### src/rtl/store_buffer.sv
// Write-back store buffer: queues CPU stores, retires them to data memory in
// cycles without a load, and forwards the youngest matching store to loads.
module store_buffer #(
    parameter int DEPTH = 4
) (
    input  logic        clk,
    input  logic        rst,
    input  logic        st_en,
    input  logic [15:0] st_addr,
    input  logic [15:0] st_data,
    input  logic        ld_en,
    input  logic [15:0] ld_addr,
    output logic [15:0] ld_data,
    output logic        empty,
    output logic        full,
    output logic [15:0] address,
    output logic [15:0] mem_write_data,
    output logic        mem_write_en,
    input  logic [15:0] readData
);

    localparam int AW = $clog2(DEPTH);
    localparam int CW = AW + 1;

    logic [15:0]   addr_q [DEPTH];
    logic [15:0]   addr_d [DEPTH];
    logic [15:0]   data_q [DEPTH];
    logic [15:0]   data_d [DEPTH];
    logic [AW-1:0] head_q, head_d;
    logic [AW-1:0] tail_q, tail_d;
    logic [CW-1:0] count_q, count_d;

    logic          drain;
    logic          push;
    logic [AW-1:0] idx;

    assign empty = (count_q == '0);
    assign full  = (count_q == CW'(DEPTH));

    // A push into a full buffer is only accepted when the head leaves this cycle.
    always_comb begin
        drain = !ld_en && !empty;
        push  = st_en && (!full || drain);
    end

    always_comb begin
        addr_d  = addr_q;
        data_d  = data_q;
        head_d  = head_q;
        tail_d  = tail_q;
        if (push) begin
            addr_d[tail_q] = st_addr;
            data_d[tail_q] = st_data;
            tail_d         = tail_q + AW'(1);
        end
        if (drain) begin
            head_d = head_q + AW'(1);
        end
        count_d = count_q + {{AW{1'b0}}, push} - {{AW{1'b0}}, drain};
    end

    always_ff @(posedge clk or posedge rst) begin
        if (rst) begin
            for (int unsigned i = 0; i < DEPTH; i++) begin
                addr_q[i] <= '0;
                data_q[i] <= '0;
            end
            head_q  <= '0;
            tail_q  <= '0;
            count_q <= '0;
        end else begin
            addr_q  <= addr_d;
            data_q  <= data_d;
            head_q  <= head_d;
            tail_q  <= tail_d;
            count_q <= count_d;
        end
    end

    always_comb begin
        mem_write_en = drain;
        if (ld_en) begin
            address = ld_addr;
        end else if (drain) begin
            address = addr_q[head_q];
        end else begin
            address = '0;
        end
        mem_write_data = (ld_en || drain) ? data_q[head_q] : '0;
    end

    // Walk entries oldest to youngest from head so the youngest match wins.
    always_comb begin
        ld_data = readData;
        idx     = '0;
        if (ld_en) begin
            for (int unsigned i = 0; i < DEPTH; i++) begin
                idx = head_q + AW'(i);
                if ((CW'(i) < count_q) && (addr_q[idx] == ld_addr)) begin
                    ld_data = data_q[idx];
                end
            end
        end
    end

endmodule

### config.mk
export PLATFORM = sky130hd
export DESIGN_NAME = store_buffer
export DESIGN_NICKNAME = d
export VERILOG_FILES = /design/src/rtl/store_buffer.sv
export SDC_FILE = /design/constraint.sdc
export NUM_CORES = 1
export LEC_CHECK = 0
export CORE_ASPECT_RATIO = 0.8
export CORE_UTILIZATION = 55
export CTS_BUF_LIST = sky130_fd_sc_hd__clkbuf_4
export DETAILED_ROUTE_END_ITERATION = 12
export PLACE_DENSITY_LB_ADDON = 0.08
export SLEW_MARGIN = 20
export SYNTH_ARGS = -nofsm -noshare
export SYNTH_HDL_FRONTEND = slang
export SYNTH_SLANG_ARGS = --single-unit
### constraint.sdc
create_clock -name clk -period 10.8 [get_ports clk]
set_input_delay 1.62 -clock clk [delete_from_list [all_inputs] [get_ports clk]]
set_output_delay 1.62 -clock clk [all_outputs]
set_load 0.01 [all_outputs]
==> flow_metrics.tcl, run 1 <==
set metrics [dict create \
    status "finished clean" \
    skew_ns 0.0266 \
    setup_viol 0 \
    cp-start-kind "register" \
    finalHoldViolCount 0 \
    vias 8294 \
    viasPerCell 6.40 \
    cp.arrival_ns 5.50 \
    critPathKind "reg -> out" \
    p_per_area_nw_per_um2 327 \
    grt-ovfl-total 0 \
    avgSynthCellArea_um2 10.7 \
    cts_hold_buf 0 \
    insertion_delay_ns 0.57 \
    synth_cells 973 \
    synth_ff_type "dfrtp_1" \
    h-tree-depth 4 \
    drive_gt1_share_pct 25.6 \
    grtUsageTotal_pct 29.1 \
    io_buffers 118 \
    cp_top_family "buffers and inverters" \
    r2r_start "count_q[2]" \
    grt_pass1_wl_mm 43.6 \
    path_cells "buf_4 -> mux4_2 -> xnor2_1 -> nand4_1 -> a2111oi_0 -> nand3_1 -> nand3_1 -> o2bb2ai_1 -> clkdlybuf4s50_1" \
    hpwl_mm 18.0 \
    cts_num_sinks 135 \
    irDropWorstVdd_mv 0.179 \
    netlist_area_um2 10400 \
    synthArstFlopShare_pct 100 \
    fp.dieW_um 156 \
    cts_tree "yes" \
    synth_edf_count 0 \
    core_area_um2 18300 \
    placed_area_um2 11500 \
    wirelength_mm 27.4 \
    path_buf_inv 2 \
    preCtsSetupSlack_ns 4.25 \
    critPathRequiredTime_ns 9.18 \
    place.gp.congestion 0.900 \
    yosysWarnings 0 \
    first_pass_iters 5 \
    slew_headroom_pct 24.2 \
    period_minus_slack_ns 7.12 \
    tns_ns 0 \
    ys_seq_elements 135 \
    ctsResizeCount 0 \
    whs_endpoint "data_q[52]" \
    final_cell_mix "mux2_2 (164), dfrtp_1 (133), clkdlybuf4s50_1 (117)" \
    period_share_pct 65.9 \
    pin_count 119 \
    drc 0 \
    drt_iter0_markers 812 \
    cts-root-buf "clkbuf_4" \
    setup_ws_ns 3.68 \
    dieArea_um2 19500 \
    row_count 44 \
    drv_slew 0 \
    wl_per_cell_um 21.2 \
    area_growth_pct 13.6 \
    post_cts_buffers 0 \
    fmax_mhz 140 \
    end_kind "output port" \
    critical-path-max-stage-delay_ns 0.80 \
    clockBufferDepth 2 \
    reg2reg_depth 5 \
    cap_viol_max_count 0 \
    worstHoldPathType "reg -> reg" \
    nets 1105 \
    start_util_pct 56.8 \
    final_common_cell "mux2_2" \
    clk_pin_slew_ns 0.12 \
    numCtsBuffers 17 \
    rrSetupSlack_ns 7.87 \
    min_path_cells 1 \
    die_h_um 125 \
    synth_nets 1049 \
    worstReg2RegEnd "data_q[38]" \
    grt_max_degree 87 \
    grt_pass1_vias 7873 \
    hp-start "data_q[52]" \
    ys_seq_area_share_pct 32.4 \
    final_area_um2 11800 \
    power.leakage_uw 0.00470 \
    crit_top_cell "nand3_1" \
    worstMarginPinSlew_ns 1.13 \
    synthDistinctLibCells 60 \
    worst_path_max_delay_cell "nand3_1" \
    antenna_found_initial 1 \
    cp_max_fo 77 \
    drtAntennaViolNets 0 \
    rsz0062_at_grt "false" \
]
-- stage by stage --
step | instances | hold WS [ns] | power [uW] | util (%)
2_1_floorplan | 973 | 0.496 | 2840 | -
3_3_place_gp | 1263 | 0.506 | 3420 | 62.8
3_5_place_dp | 1263 | 0.515 | 3450 | 62.8
4_1_cts | 1294 | 0.538 | 3840 | 64.5
5_1_grt | 1295 | 0.556 | 4120 | 64.6
6_report | 1295 | 0.537 | 3860 | 64.6
-- worst max-delay path by stage --
| stage | from | to | cells after the start |
|---|---|---|---|
| floorplan | ld_addr[7] | ld_data[10] | 10 |
| global placement | ld_addr[7] | ld_data[0] | 10 |
| detailed placement | ld_addr[2] | ld_data[14] | 9 |
| CTS | head_q[1] | ld_data[14] | 9 |
| global route | head_q[0] | ld_data[14] | 9 |
| finish | head_q[0] | ld_data[14] | 9 |
-- cell usage after synthesis, types with 7 or more instances --
cell / count / area share (%)
o21ai_0: 59 / 2.8
ha_1: 7 / 0.84
clkbuf_1: 35 / 1.3
xor2_1: 20 / 1.7
buf_2: 16 / 0.77
inv_1: 13 / 0.47
mux4_2: 42 / 9.1
mux2_2: 164 / 18
nand2_1: 91 / 3.3
a2111o_1: 16 / 1.7
nand3_1: 19 / 0.91
buf_6: 7 / 0.76
o2bb2ai_1: 16 / 1.3
xnor2_1: 39 / 3.3
buf_1: 24 / 0.86
a211oi_1: 33 / 2.4
mux2i_1: 62 / 6.0
a21boi_0: 17 / 1.2
o22ai_1: 20 / 1.2
a22o_1: 10 / 0.84
nor2_1: 49 / 1.8
dfrtp_1: 135 / 32
-- worst reg2reg max path, stage by stage, from the launching register on --
cell,delay (ns)
dfrtp_1,0.49
inv_1,0.12
nor3_1,0.47
a21boi_1,0.37
nand2_2,0.94
mux2_2,0.43
-- where the power goes --
group	switching, uW	total (uW)	internal [uW]	leakage [uW]
registers	292	1060	768	0.00160
logic	1180	2420	1240	0.00293
clock network	197	381	184	0.000167
-- cell families after synthesis --
| logic type | count (synthesis) | share of synthesized area [%] |
|---|---|---|
| compound gates | 202 | 14.2 |
| flops | 135 | 32.4 |
| buf+inv | 106 | 5.45 |
| mux | 272 | 33.8 |
| xor+xnor | 59 | 4.96 |
| fa+ha+maj | 8 | 1.03 |
| simple gates | 191 | 8.22 |
-- cell type report --
class,count,area (um^2)
Antenna cell,1,2.50
Clock buffer,18,135
Clock inverter,13,180
Fill cell,1538,6500
Inverter,14,57.6
Multi-Input combinational cell,732,6500
Sequential cell,135,3390
Tap cell,253,317
Timing Repair Buffer,129,1260
-- flip-flops by register name, indices dropped and copies added (netlist names) --
| register | cells |
|---|---|
| head_q | 2 |
| data_q | 64 |
| tail_q | 2 |
| count_q | 3 |
| addr_q | 64 |
-- per-layer routing --
metal | track usage (%) | wire length, um | vias to the layer above
met2 | 41.4 | 11900 | 343
met5 | 0 | 0 | -
met3 | 6.24 | 2070 | 34
met1 | 44.6 | 13100 | 4146
li1 | - | - | 3771
met4 | 7.15 | 394 | 0
Note: power is estimated with default switching activity, not from simulation.
==> inputs of run 2 (changes only) <==
==> constraint.sdc (replaced) <==
create_clock -name clk -period 7 [get_ports clk]
set_input_delay 1.05 -clock clk [delete_from_list [all_inputs] [get_ports clk]]
set_output_delay 1.05 -clock clk [all_outputs]
set_load 0.01 [all_outputs]
==> flow_metrics.tcl, run 2 (synthesis results as in run 1) <==
set metrics [dict create \
    h-tree-depth 4 \
    nets 1108 \
    vias 8302 \
    grt_pass1_wl_mm 44.5 \
    end_kind "output port" \
    io_buffers 118 \
    dieArea_um2 19500 \
    cts-root-buf "clkbuf_4" \
    grt_max_degree 72 \
    final_area_um2 11800 \
    power.leakage_uw 0.00469 \
    clk_pin_slew_ns 0.12 \
    numCtsBuffers 17 \
    insertion_delay_ns 0.56 \
    placed_area_um2 11500 \
    final_cell_mix "mux2_2 (164), dfrtp_1 (133), clkdlybuf4s50_1 (117)" \
    ctsResizeCount 0 \
    critPathKind "reg -> out" \
    place.gp.congestion 0.922 \
    grt_pass1_vias 7983 \
    drt_iter0_markers 684 \
    cts_num_sinks 135 \
    die_h_um 125 \
    critPathRequiredTime_ns 5.95 \
    setup_viol 0 \
    p_per_area_nw_per_um2 499 \
    status "finished clean" \
    grt-ovfl-total 0 \
    drtAntennaViolNets 0 \
    clockBufferDepth 2 \
    fmax_mhz 161 \
    start_util_pct 56.8 \
    core_area_um2 18300 \
    grtUsageTotal_pct 29.5 \
    multi_input_area_um2 6500 \
    period_minus_slack_ns 6.22 \
    tns_ns 0 \
    hpwl_mm 18.6 \
    cp_max_fo 43 \
    post_cts_buffers 0 \
    row_count 44 \
    wl_per_cell_um 21.2 \
    slew_headroom_pct 24.4 \
    antenna_found_initial 1 \
    worstMarginPinSlew_ns 1.13 \
    area_growth_pct 13.2 \
    skew_ns 0.0241 \
    first_pass_iters 5 \
    drv_slew 0 \
    cts_tree "yes" \
    cts_hold_buf 0 \
    final_common_cell "mux2_2" \
    rsz0062_at_grt "false" \
    viasPerCell 6.40 \
    cp.arrival_ns 5.17 \
    drive_gt1_share_pct 25.9 \
    fin_cells 1298 \
    worstHoldPathType "reg -> reg" \
    pin_count 119 \
    fp.dieW_um 156 \
    fin_hold_ws_ns 0.534 \
    cap_viol_max_count 0 \
    finalHoldViolCount 0 \
    period_share_pct 88.9 \
    dp.cells 1266 \
    drc 0 \
    fill_cells 1538 \
    irDropWorstVdd_mv 0.330 \
    wirelength_mm 27.5 \
    regArea_um2 3390 \
    cp-start-kind "register" \
    largestRegisters "addr_q (64), data_q (64), count_q (3)" \
]
-- run 2: changes by cell type in the layout (fill, tap and decap cells not counted), sizes merged --
| cell | before | now |
|---|---|---|
| buf | 12 | 15 |
| bufinv | 4 | 2 |
| clkbuf | 18 | 19 |
| clkinv | 7 | 8 |
| diode | 1 | 2 |
| inv | 15 | 14 |
-- run 2: critical path: stages (launching register included) --
cell	delay, ns
dfrtp_4	0.90
buf_4	0.48
mux4_1	0.40
xnor2_1	0.36
nand4_1	0.20
or4_1	0.94
and2_4	0.42
a21boi_0	0.15
o2bb2ai_1	0.19
clkdlybuf4s50_1	0.56
-- run 2: area by class of cell --
type,instances,share of cell area (%)
multi-input cells,732,55.1
flip-flops and latches,135,28.7
repair buffers,132,10.9
well taps,253,2.68
clock buffers,19,1.21
clock inverters,11,0.933
inverters,14,0.488
diodes,2,0.0424
-- run 2: path summary, 6_finish.rpt --
kind	start	to	slack, ns	cells after the start
min in group asynchronous	rst	data_q[34]	0.92	2
worst max register to register	count_q[2]	data_q[14]	4.05	5
max in group asynchronous	rst	head_q[0]	4.64	3
worst max-delay path	head_q[1]	ld_data[15]	0.78	9
worst min-delay path	data_q[13]	data_q[13]	0.53	1
worst min register to register	data_q[13]	data_q[13]	0.53	1
-- run 2: through the flow --
stage,worst slack [ns],power [uW],utilization (%)
floorplan,2.34,4380,-
global placement,1.50,5280,62.9
detailed placement,1.45,5340,62.9
CTS,0.830,5860,64.3
global route,0.604,6300,64.3
finish,0.777,5880,64.3
-- run 2: layer usage --
metal	share of wire, %	routed length [um]	global-route usage, %
met3	7.9	2180	6.55
met2	44	12200	42.8
met4	1.3	352	6.69
met5	0	0	0
met1	47	12800	44.7
-- run 2: where the power goes --
group / switching [uW] / internal (uW)
Clock: 288 / 211
Sequential: 509 / 1180
Combinational: 1760 / 1930
Total: 2560 / 3320
